[config.mk]
export PLATFORM = sky130hd
export DESIGN_NAME = multicycle_controller
export DESIGN_NICKNAME = d
export VERILOG_FILES = /design/src/rtl/multicycle_controller.sv
export SDC_FILE = /design/constraint.sdc
export NUM_CORES = 1
export LEC_CHECK = 0
export CAP_MARGIN = 10
export CORE_MARGIN = 1.5
export CORE_UTILIZATION = 42
export CTS_CLUSTER_SIZE = 30
export DETAILED_ROUTE_END_ITERATION = 7
export GPL_TIMING_DRIVEN = 0
export MAX_ROUTING_LAYER = met4
export PLACE_DENSITY = 0.75
export SYNTH_ARGS = -nofsm -noshare
export SYNTH_HDL_FRONTEND = slang
export SYNTH_SLANG_ARGS = --single-unit
[constraint.sdc]
create_clock -name clk -period 2 [get_ports clk]
set_input_delay 0.4 -clock clk [delete_from_list [all_inputs] [get_ports clk]]
set_output_delay 0.4 -clock clk [all_outputs]
set_load 0.1 [all_outputs]
[src/rtl/multicycle_controller.sv]
// multicycle_controller
//   Control FSM for a multicycle RV32I-subset datapath (lw, sw, R-type,
//   I-type ALU, beq, jal). Every instruction passes through FETCH and DECODE,
//   then through a short class-specific sequence of states. Undecodable
//   opcodes lock the FSM in TRAP until reset. A counter tracks retired
//   instructions.
//
// Memory handshake: the controller presents an access in FETCH, MEMREAD or
//   MEMWRITE and holds it (address select, mem_write) for as long as
//   mem_ready is low. The access completes in the cycle where mem_ready is
//   high; only then does the FSM move on. With MEM_WAIT=0 mem_ready is
//   ignored and every access completes in one cycle.
//
// Parameters:
//   MEM_WAIT  - 1: honour mem_ready, 0: treat mem_ready as always 1
//   CNT_WIDTH - width of the retired-instruction counter
// Ports:
//   clk, rst         - clock (rising edge), asynchronous active-high reset
//   op               - instr[6:0] from the instruction register
//   zero             - ALU zero flag (branch condition)
//   mem_ready        - memory access completes this cycle
//   pc_write, ir_write, adr_src, mem_write, reg_write - 1-bit controls
//   result_src, alu_src_a, alu_src_b, alu_op, imm_src - 2-bit controls
//   trap             - illegal-opcode flag
//   state            - current FSM state (debug/observability)
//   retired          - count of completed instructions (wraps)
module multicycle_controller #(
  parameter int MEM_WAIT  = 1,
  parameter int CNT_WIDTH = 32
) (
  input  logic                 clk,
  input  logic                 rst,
  input  logic [6:0]           op,
  input  logic                 zero,
  input  logic                 mem_ready,
  output logic                 pc_write,
  output logic                 ir_write,
  output logic                 adr_src,
  output logic                 mem_write,
  output logic                 reg_write,
  output logic [1:0]           result_src,
  output logic [1:0]           alu_src_a,
  output logic [1:0]           alu_src_b,
  output logic [1:0]           alu_op,
  output logic [1:0]           imm_src,
  output logic                 trap,
  output logic [3:0]           state,
  output logic [CNT_WIDTH-1:0] retired
);

  localparam logic [3:0] S_FETCH    = 4'd0;
  localparam logic [3:0] S_DECODE   = 4'd1;
  localparam logic [3:0] S_MEMADR   = 4'd2;
  localparam logic [3:0] S_MEMREAD  = 4'd3;
  localparam logic [3:0] S_MEMWB    = 4'd4;
  localparam logic [3:0] S_MEMWRITE = 4'd5;
  localparam logic [3:0] S_EXECUTER = 4'd6;
  localparam logic [3:0] S_EXECUTEI = 4'd7;
  localparam logic [3:0] S_ALUWB    = 4'd8;
  localparam logic [3:0] S_BEQ      = 4'd9;
  localparam logic [3:0] S_JAL      = 4'd10;
  localparam logic [3:0] S_TRAP     = 4'd15;

  localparam logic [6:0] OP_LW  = 7'b0000011;
  localparam logic [6:0] OP_SW  = 7'b0100011;
  localparam logic [6:0] OP_R   = 7'b0110011;
  localparam logic [6:0] OP_I   = 7'b0010011;
  localparam logic [6:0] OP_BEQ = 7'b1100011;
  localparam logic [6:0] OP_JAL = 7'b1101111;

  logic [3:0]           state_q;
  logic [3:0]           state_d;
  logic [CNT_WIDTH-1:0] retired_q;
  logic                 mem_ok;
  logic                 pc_update;
  logic                 branch;
  logic                 retire_evt;

  assign mem_ok  = (MEM_WAIT == 0) ? 1'b1 : mem_ready;
  assign state   = state_q;
  assign retired = retired_q;

  // Branch target is taken only when the ALU compare reports equality.
  assign pc_write = pc_update | (branch & zero);

  // Immediate format depends only on the opcode, not on the state.
  always_comb begin
    imm_src = 2'b00;
    case (op)
      OP_SW:   imm_src = 2'b01;
      OP_BEQ:  imm_src = 2'b10;
      OP_JAL:  imm_src = 2'b11;
      default: imm_src = 2'b00;
    endcase
  end

  always_comb begin
    state_d    = state_q;
    pc_update  = 1'b0;
    branch     = 1'b0;
    ir_write   = 1'b0;
    adr_src    = 1'b0;
    mem_write  = 1'b0;
    reg_write  = 1'b0;
    result_src = 2'b00;
    alu_src_a  = 2'b00;
    alu_src_b  = 2'b00;
    alu_op     = 2'b00;
    trap       = 1'b0;
    case (state_q)
      S_FETCH: begin
        alu_src_b  = 2'b10;
        result_src = 2'b10;
        if (mem_ok) begin
          ir_write  = 1'b1;
          pc_update = 1'b1;
          state_d   = S_DECODE;
        end
      end
      S_DECODE: begin
        alu_src_a = 2'b01;
        alu_src_b = 2'b01;
        case (op)
          OP_LW, OP_SW: state_d = S_MEMADR;
          OP_R:         state_d = S_EXECUTER;
          OP_I:         state_d = S_EXECUTEI;
          OP_BEQ:       state_d = S_BEQ;
          OP_JAL:       state_d = S_JAL;
          default:      state_d = S_TRAP;
        endcase
      end
      S_MEMADR: begin
        alu_src_a = 2'b10;
        alu_src_b = 2'b01;
        state_d   = (op == OP_LW) ? S_MEMREAD : S_MEMWRITE;
      end
      S_MEMREAD: begin
        adr_src = 1'b1;
        if (mem_ok) state_d = S_MEMWB;
      end
      S_MEMWB: begin
        result_src = 2'b01;
        reg_write  = 1'b1;
        state_d    = S_FETCH;
      end
      S_MEMWRITE: begin
        // mem_write stays asserted until the memory accepts the store.
        adr_src   = 1'b1;
        mem_write = 1'b1;
        if (mem_ok) state_d = S_FETCH;
      end
      S_EXECUTER: begin
        alu_src_a = 2'b10;
        alu_op    = 2'b10;
        state_d   = S_ALUWB;
      end
      S_EXECUTEI: begin
        alu_src_a = 2'b10;
        alu_src_b = 2'b01;
        alu_op    = 2'b10;
        state_d   = S_ALUWB;
      end
      S_ALUWB: begin
        reg_write = 1'b1;
        state_d   = S_FETCH;
      end
      S_BEQ: begin
        alu_src_a = 2'b10;
        alu_op    = 2'b01;
        branch    = 1'b1;
        state_d   = S_FETCH;
      end
      S_JAL: begin
        alu_src_a = 2'b01;
        alu_src_b = 2'b10;
        pc_update = 1'b1;
        state_d   = S_ALUWB;
      end
      S_TRAP: begin
        trap    = 1'b1;
        state_d = S_TRAP;
      end
      // Unused encodings are treated as corruption and fall into TRAP.
      default: state_d = S_TRAP;
    endcase
  end

  // An instruction retires when its final state hands back to FETCH.
  assign retire_evt = (state_d == S_FETCH) &&
                      ((state_q == S_MEMWB) || (state_q == S_MEMWRITE) ||
                       (state_q == S_ALUWB) || (state_q == S_BEQ));

  always_ff @(posedge clk or posedge rst) begin
    if (rst) begin
      state_q   <= S_FETCH;
      retired_q <= '0;
    end else begin
      state_q <= state_d;
      if (retire_evt) retired_q <= retired_q + CNT_WIDTH'(1);
    end
  end

endmodule

## Word-level counts from Yosys, hierarchy flattened

Cells that the tools add are included.

| word-level totals | value |
|---|---|
| register bits after elaboration | 36 |
| word-level logic and storage cells | 57 |

| cells by class | value |
|---|---|
| add/sub/neg operators | 1 |
| equality and inequality tests | 17 |
| multiplexer cells | 19 |
| bitwise logic cells | 2 |
| reductions and logical operators | 16 |

Operators with widths:

| kind | number |
|---|---|
| adder 32 x 1 -> 32 bit, second input constant | 1 |
| one-hot mux 4 bit (7 select lines) | 1 |
| one-hot mux 4 bit (5 select lines) | 1 |
| == test 4 x 3 -> 1 bit, second input constant | 4 |
| == test 4 bit, second input constant | 4 |
| one-hot mux 2 bit (2 select lines) | 4 |
| == test 7 x 6 -> 1 bit, second input constant | 2 |
| == test 7 bit, second input constant | 2 |
| two-way mux 4 bit | 3 |
| OR reduction 2 bit | 6 |
| OR reduction 3 bit | 3 |
| == test 4 x 2 -> 1 bit, second input constant | 2 |
| logical NOT 4 bit | 2 |
| == test 7 x 2 -> 1 bit, second input constant | 1 |
| == test 7 x 5 -> 1 bit, second input constant | 1 |
| two-way mux 1 bit | 7 |
| one-hot mux 2 bit (3 select lines) | 1 |
| == test 4 x 1 -> 1 bit, second input constant | 1 |
| OR reduction 4 bit | 1 |
| logical OR 1 bit | 3 |
| two-way mux 3 bit | 1 |
| one-hot mux 1 bit (2 select lines) | 1 |
| bitwise AND 1 bit | 1 |
| logical AND 1 bit | 1 |
| bitwise OR 1 bit | 1 |

## Logic depth before layout (Yosys ltp)

| depth | value |
|---|---|
| word-level depth | 6 |
| mapped depth | 8 |
| gate-level depth less buffers | 6 |

## Worst setup path after synthesis

OpenSTA, ideal clock, no wires.

| path | value |
|---|---|
| kind | register to output |
| start | register state_q[1], in the netlist state[1] |
| end | output ir_write |
| arrival | 5.257 ns |
| setup slack | -3.657 ns |
| stages on the path, launching flop included | 5 |
| path buffers | 2 |
| cell sequence | dfrtp_1 buf_4 clkbuf_1 nor4_1 and2_1 |

| on the way | value |
|---|---|
| word-level cells in the longest chain between the ends | 2 |

RTL lines:

| item | RTL line | source |
|---|---|---|
| from (decl) | 71 | `logic [3:0] state_q;` |
| from (signal assigned) | 198 | `state_q <= state_d;` |
| logical NOT 4 bit | 110 | `case (state_q)` |
| two-way mux 1 bit | 110 |  |
| to (decl) | 37 | `output logic ir_write,` |

Every way passes these cells.

## Final worst setup path

| path | value |
|---|---|
| start | register state_q[3], in the netlist state[3] |
| end | output pc_write |

| on the way | value |
|---|---|
| word-level cells in the longest chain between the ends | 4 |

RTL lines:

| item | RTL line | source |
|---|---|---|
| == test 4 bit | 110 |  |
| two-way mux 1 bit | 110 |  |
| bitwise AND 1 bit | 84 | `assign pc_write = pc_update \| (branch & zero);` |
| bitwise OR 1 bit (*) | 84 |  |
| to (decl) | 36 | `output logic pc_write,` |

Mark *: on every way between the ends. The rest lies on a longest branch, timed or not.

==> results.md <==
- Max frequency: 0.466 GHz
- Data arrival, critical path: 1740 ps
- Status: finished, violations left
- Setup violations, final: 27
- Post-synth EDFFs: 0
- Final WL: 7.34 mm
- FF+latch count, synth: 36
- Clk buf depth: 2
- Post-route ant nets: 0
- Synth async-reset ratio: 1.00
- Minimum clock period: 2140 ps
- Initial drt markers: 161
- YS warnings: 0
- Synthesized area: 2100 um^2
- Syn avg cell area: 9.62 um^2
- Vias: about 2.2k
- Starting density of the core: 0.441
- Pre-Repair DR Iteration Count: 4
- Die Ht: 73.7 um
- Pins Over Slew Limit: 0
- WP data required: about 1600 ps
- Leakage: 0.00185 uW
- Dominant cell type by area after synthesis: dfrtp_1
- Post-synthesis sequential area ratio: 0.430
- Number of diodes: 0
- Netlist cell types: 47
- WL per Instance: around 19 um
- Syn Inst Count: 218
- CTS HTree Levels: 2
- CTS root buf: clkbuf_8
- Total grt overflow: 0
- Failing checks: setup timing
- Clk Latency, worst-skew pair: about 300 ps
- Dominant synthesized flop cell: dfrtp_1
- Die span in x: 73.7 um
- Cell chain of the critical path: buf_12, buf_8, nor2_4, nand2_2, a21oi_2, a31oi_2, nor2_4, buf_12
- Max incr delay on CP: 500 ps
- Drt via density: roughly 5.6
- Relative slew slack: 0.325
- Num ports: 63
- Die area: 5430 um^2
- Pwr dens: roughly 330 nW/um^2
- Final worst slack: -144 ps
- Detailed Place HPWL: 3.81 mm
- Dpl ws: -1110 ps
- CTS tree: done
- Layout cells sized above 1: 0.595
- Layout net count: between 300 and 400
- Max-cap violations: 0
- Area Overhead vs Synth: 94.4%
- Worst-Margin Slew: 1020 ps
- Filler cells: 237
- Routability cong.: between 0.7 and 0.8
- GRT Resource Usage Total: 0.252
- Antenna violations before repair: 0
- Final core occ: 0.857
- Crit-path slowest cell: dfrtp_4
- # rows: 25
- Top post-synthesis cells by area: dfrtp_1 (43%), xnor2_1 (10%), nor2_1 (4.1%)
- Tcrit/Tclk final: 1.07
- Top cell type's share of synthesized area: 0.430
- Worst clock skew: roughly 13 ps
- Final Hold Fails: 0
- Hold buffers post-CTS: 0
- Core region area: roughly 4800 um^2
- Area taken by multi-input logic gates: around 1700 um^2
- Clk pin slew, worst setup/hold paths: about 70 ps
- TNS Setup: -1410 ps
- Reg2Reg Setup Slack: -100 ps
- RSZ-0062 raised after global routing: yes
- Sink Count: 36
- Number of global-route vias before repair: 1990
- Reg area: 952 um^2
- CP Launch Type: register
- TritonCTS Buffers: 5
- Critical path endpoint category: output pin
- Largest net degree at the start of global routing: 25
- Critical path type: reg -> out
- Max FO, Critical Path: 7
- Hold Path Class: reg -> reg
- PortBufs: 62
- Syn_nets: 230
- Drt drc: 0
- Maximum VDD drop: 0.323 mV
- First-pass GRT wire length: 10.1 mm
==> metrics by stage <==
stage	area, um^2	cells	hold slack (ps)	total power, uW
floorplan	2490	218	565	790
global placement	3200	347	456	829
detailed placement	3220	348	462	837
CTS	3630	375	470	1340
global route	4080	388	476	1400
finish	4080	388	469	1340
==> cell families (layout without fill, tap and decap cells) <==
group           after synthesis  after routing  share of synthesized area
flops                        36             36                      0.430
fa+ha+maj                     1              1                    0.00597
compound gates               21             21                     0.0764
simple gates                109            109                      0.297
mux                           2              2                     0.0101
buf+inv                      15            118                     0.0388
xor+xnor                     34             34                      0.142
==> repair_timing <==
item	CTS	global route
cloned	0	3
setup buffers	19	11
resized for setup	202	84
pin swaps	13	35
setup endpoints to repair	81	52
endpoints found under the hold margin	0	0
==> power by group <==
group	internal [uW]	leakage (uW)	switching, uW
Clock	243	0.0000479	283
Combinational	28.7	0.00137	57.4
Sequential	729	0.000438	2.39
==> registers in the layout, indices dropped and copies added, names as in the netlist <==
name / cells
retired: 32
state: 4
==> final timing paths <==
| path | start | endpoint | cells after the start |
|---|---|---|---|
| min reg2reg | retired[31]$_DFFE_PP0P_ | retired[31]$_DFFE_PP0P_ | 1 |
| max | state[3]$_DFF_PP0_ | pc_write | 8 |
| min | retired[31]$_DFFE_PP0P_ | retired[31]$_DFFE_PP0P_ | 1 |
| max reg2reg | state[1]$_DFF_PP0_ | retired[23]$_DFFE_PP0P_ | 8 |
| min in group asynchronous | rst | retired[0]$_DFFE_PP0P_ | 2 |
| max in group asynchronous | rst | state[2]$_DFF_PP0_ | 3 |
==> cell type report <==
type / count / share of cell area
plain buffers: 10 / 0.0414
clock buffers: 5 / 0.0169
clock inverters: 3 / 0.00460
inverters: 5 / 0.00552
multi-input cells: 167 / 0.421
flip-flops and latches: 36 / 0.234
well taps: 67 / 0.0206
repair buffers: 95 / 0.257
==> synth_stat cells (2+ instances only) <==
cell	n
nor4_1	4
o22ai_1	2
nand4_1	8
and4_1	3
nand3_1	15
o21ai_0	3
nand3_2	5
dfrtp_1	36
buf_4	2
a21oi_1	6
and2_1	2
nand2_1	16
nor3b_1	2
a22o_1	2
xnor2_1	25
nor3_1	9
inv_1	5
buf_6	2
xor2_1	9
and3_1	10
clkbuf_1	3
nor2_1	23
buf_2	2
==> cells in the final DEF (no fill, tap or decap), drive strengths merged, types with 2 or more instances in the layout <==
master	Yosys	final
xor2	9	9
clkdlybuf4s50	0	2
o22ai	2	2
xnor2	25	25
a22o	2	2
or2	2	2
clkbuf	3	15
nor3b	2	2
a21oi	6	6
nor3	10	10
and4	4	4
and3	10	10
nand4	9	9
clkinv	0	3
inv	5	4
and2	2	2
dfrtp	36	36
nand3	20	20
nand2	17	17
nor2	24	24
o21ai	3	3
nor4	5	5
clkdlybuf4s15	0	14
buf	7	55
dlygate4sd2	0	23
==> routing by layer <==
metal  wire, um  GRT usage
met5          0          -
met4        206     0.0844
met3        401     0.0576
met2       3630      0.386
met1       3100      0.329
==> worst max-delay path: cells and delay by family, from the launching register on <==
| kind | cells | cell delay (ps) |
|---|---|---|
| buffers and inverters | 3 | 450 |
| AO/OA/AOI/OAI | 2 | 230 |
| AND/OR/NAND/NOR | 3 | 270 |
| flip-flops | 1 | 500 |
Note: power is estimated with default switching activity, not from simulation.
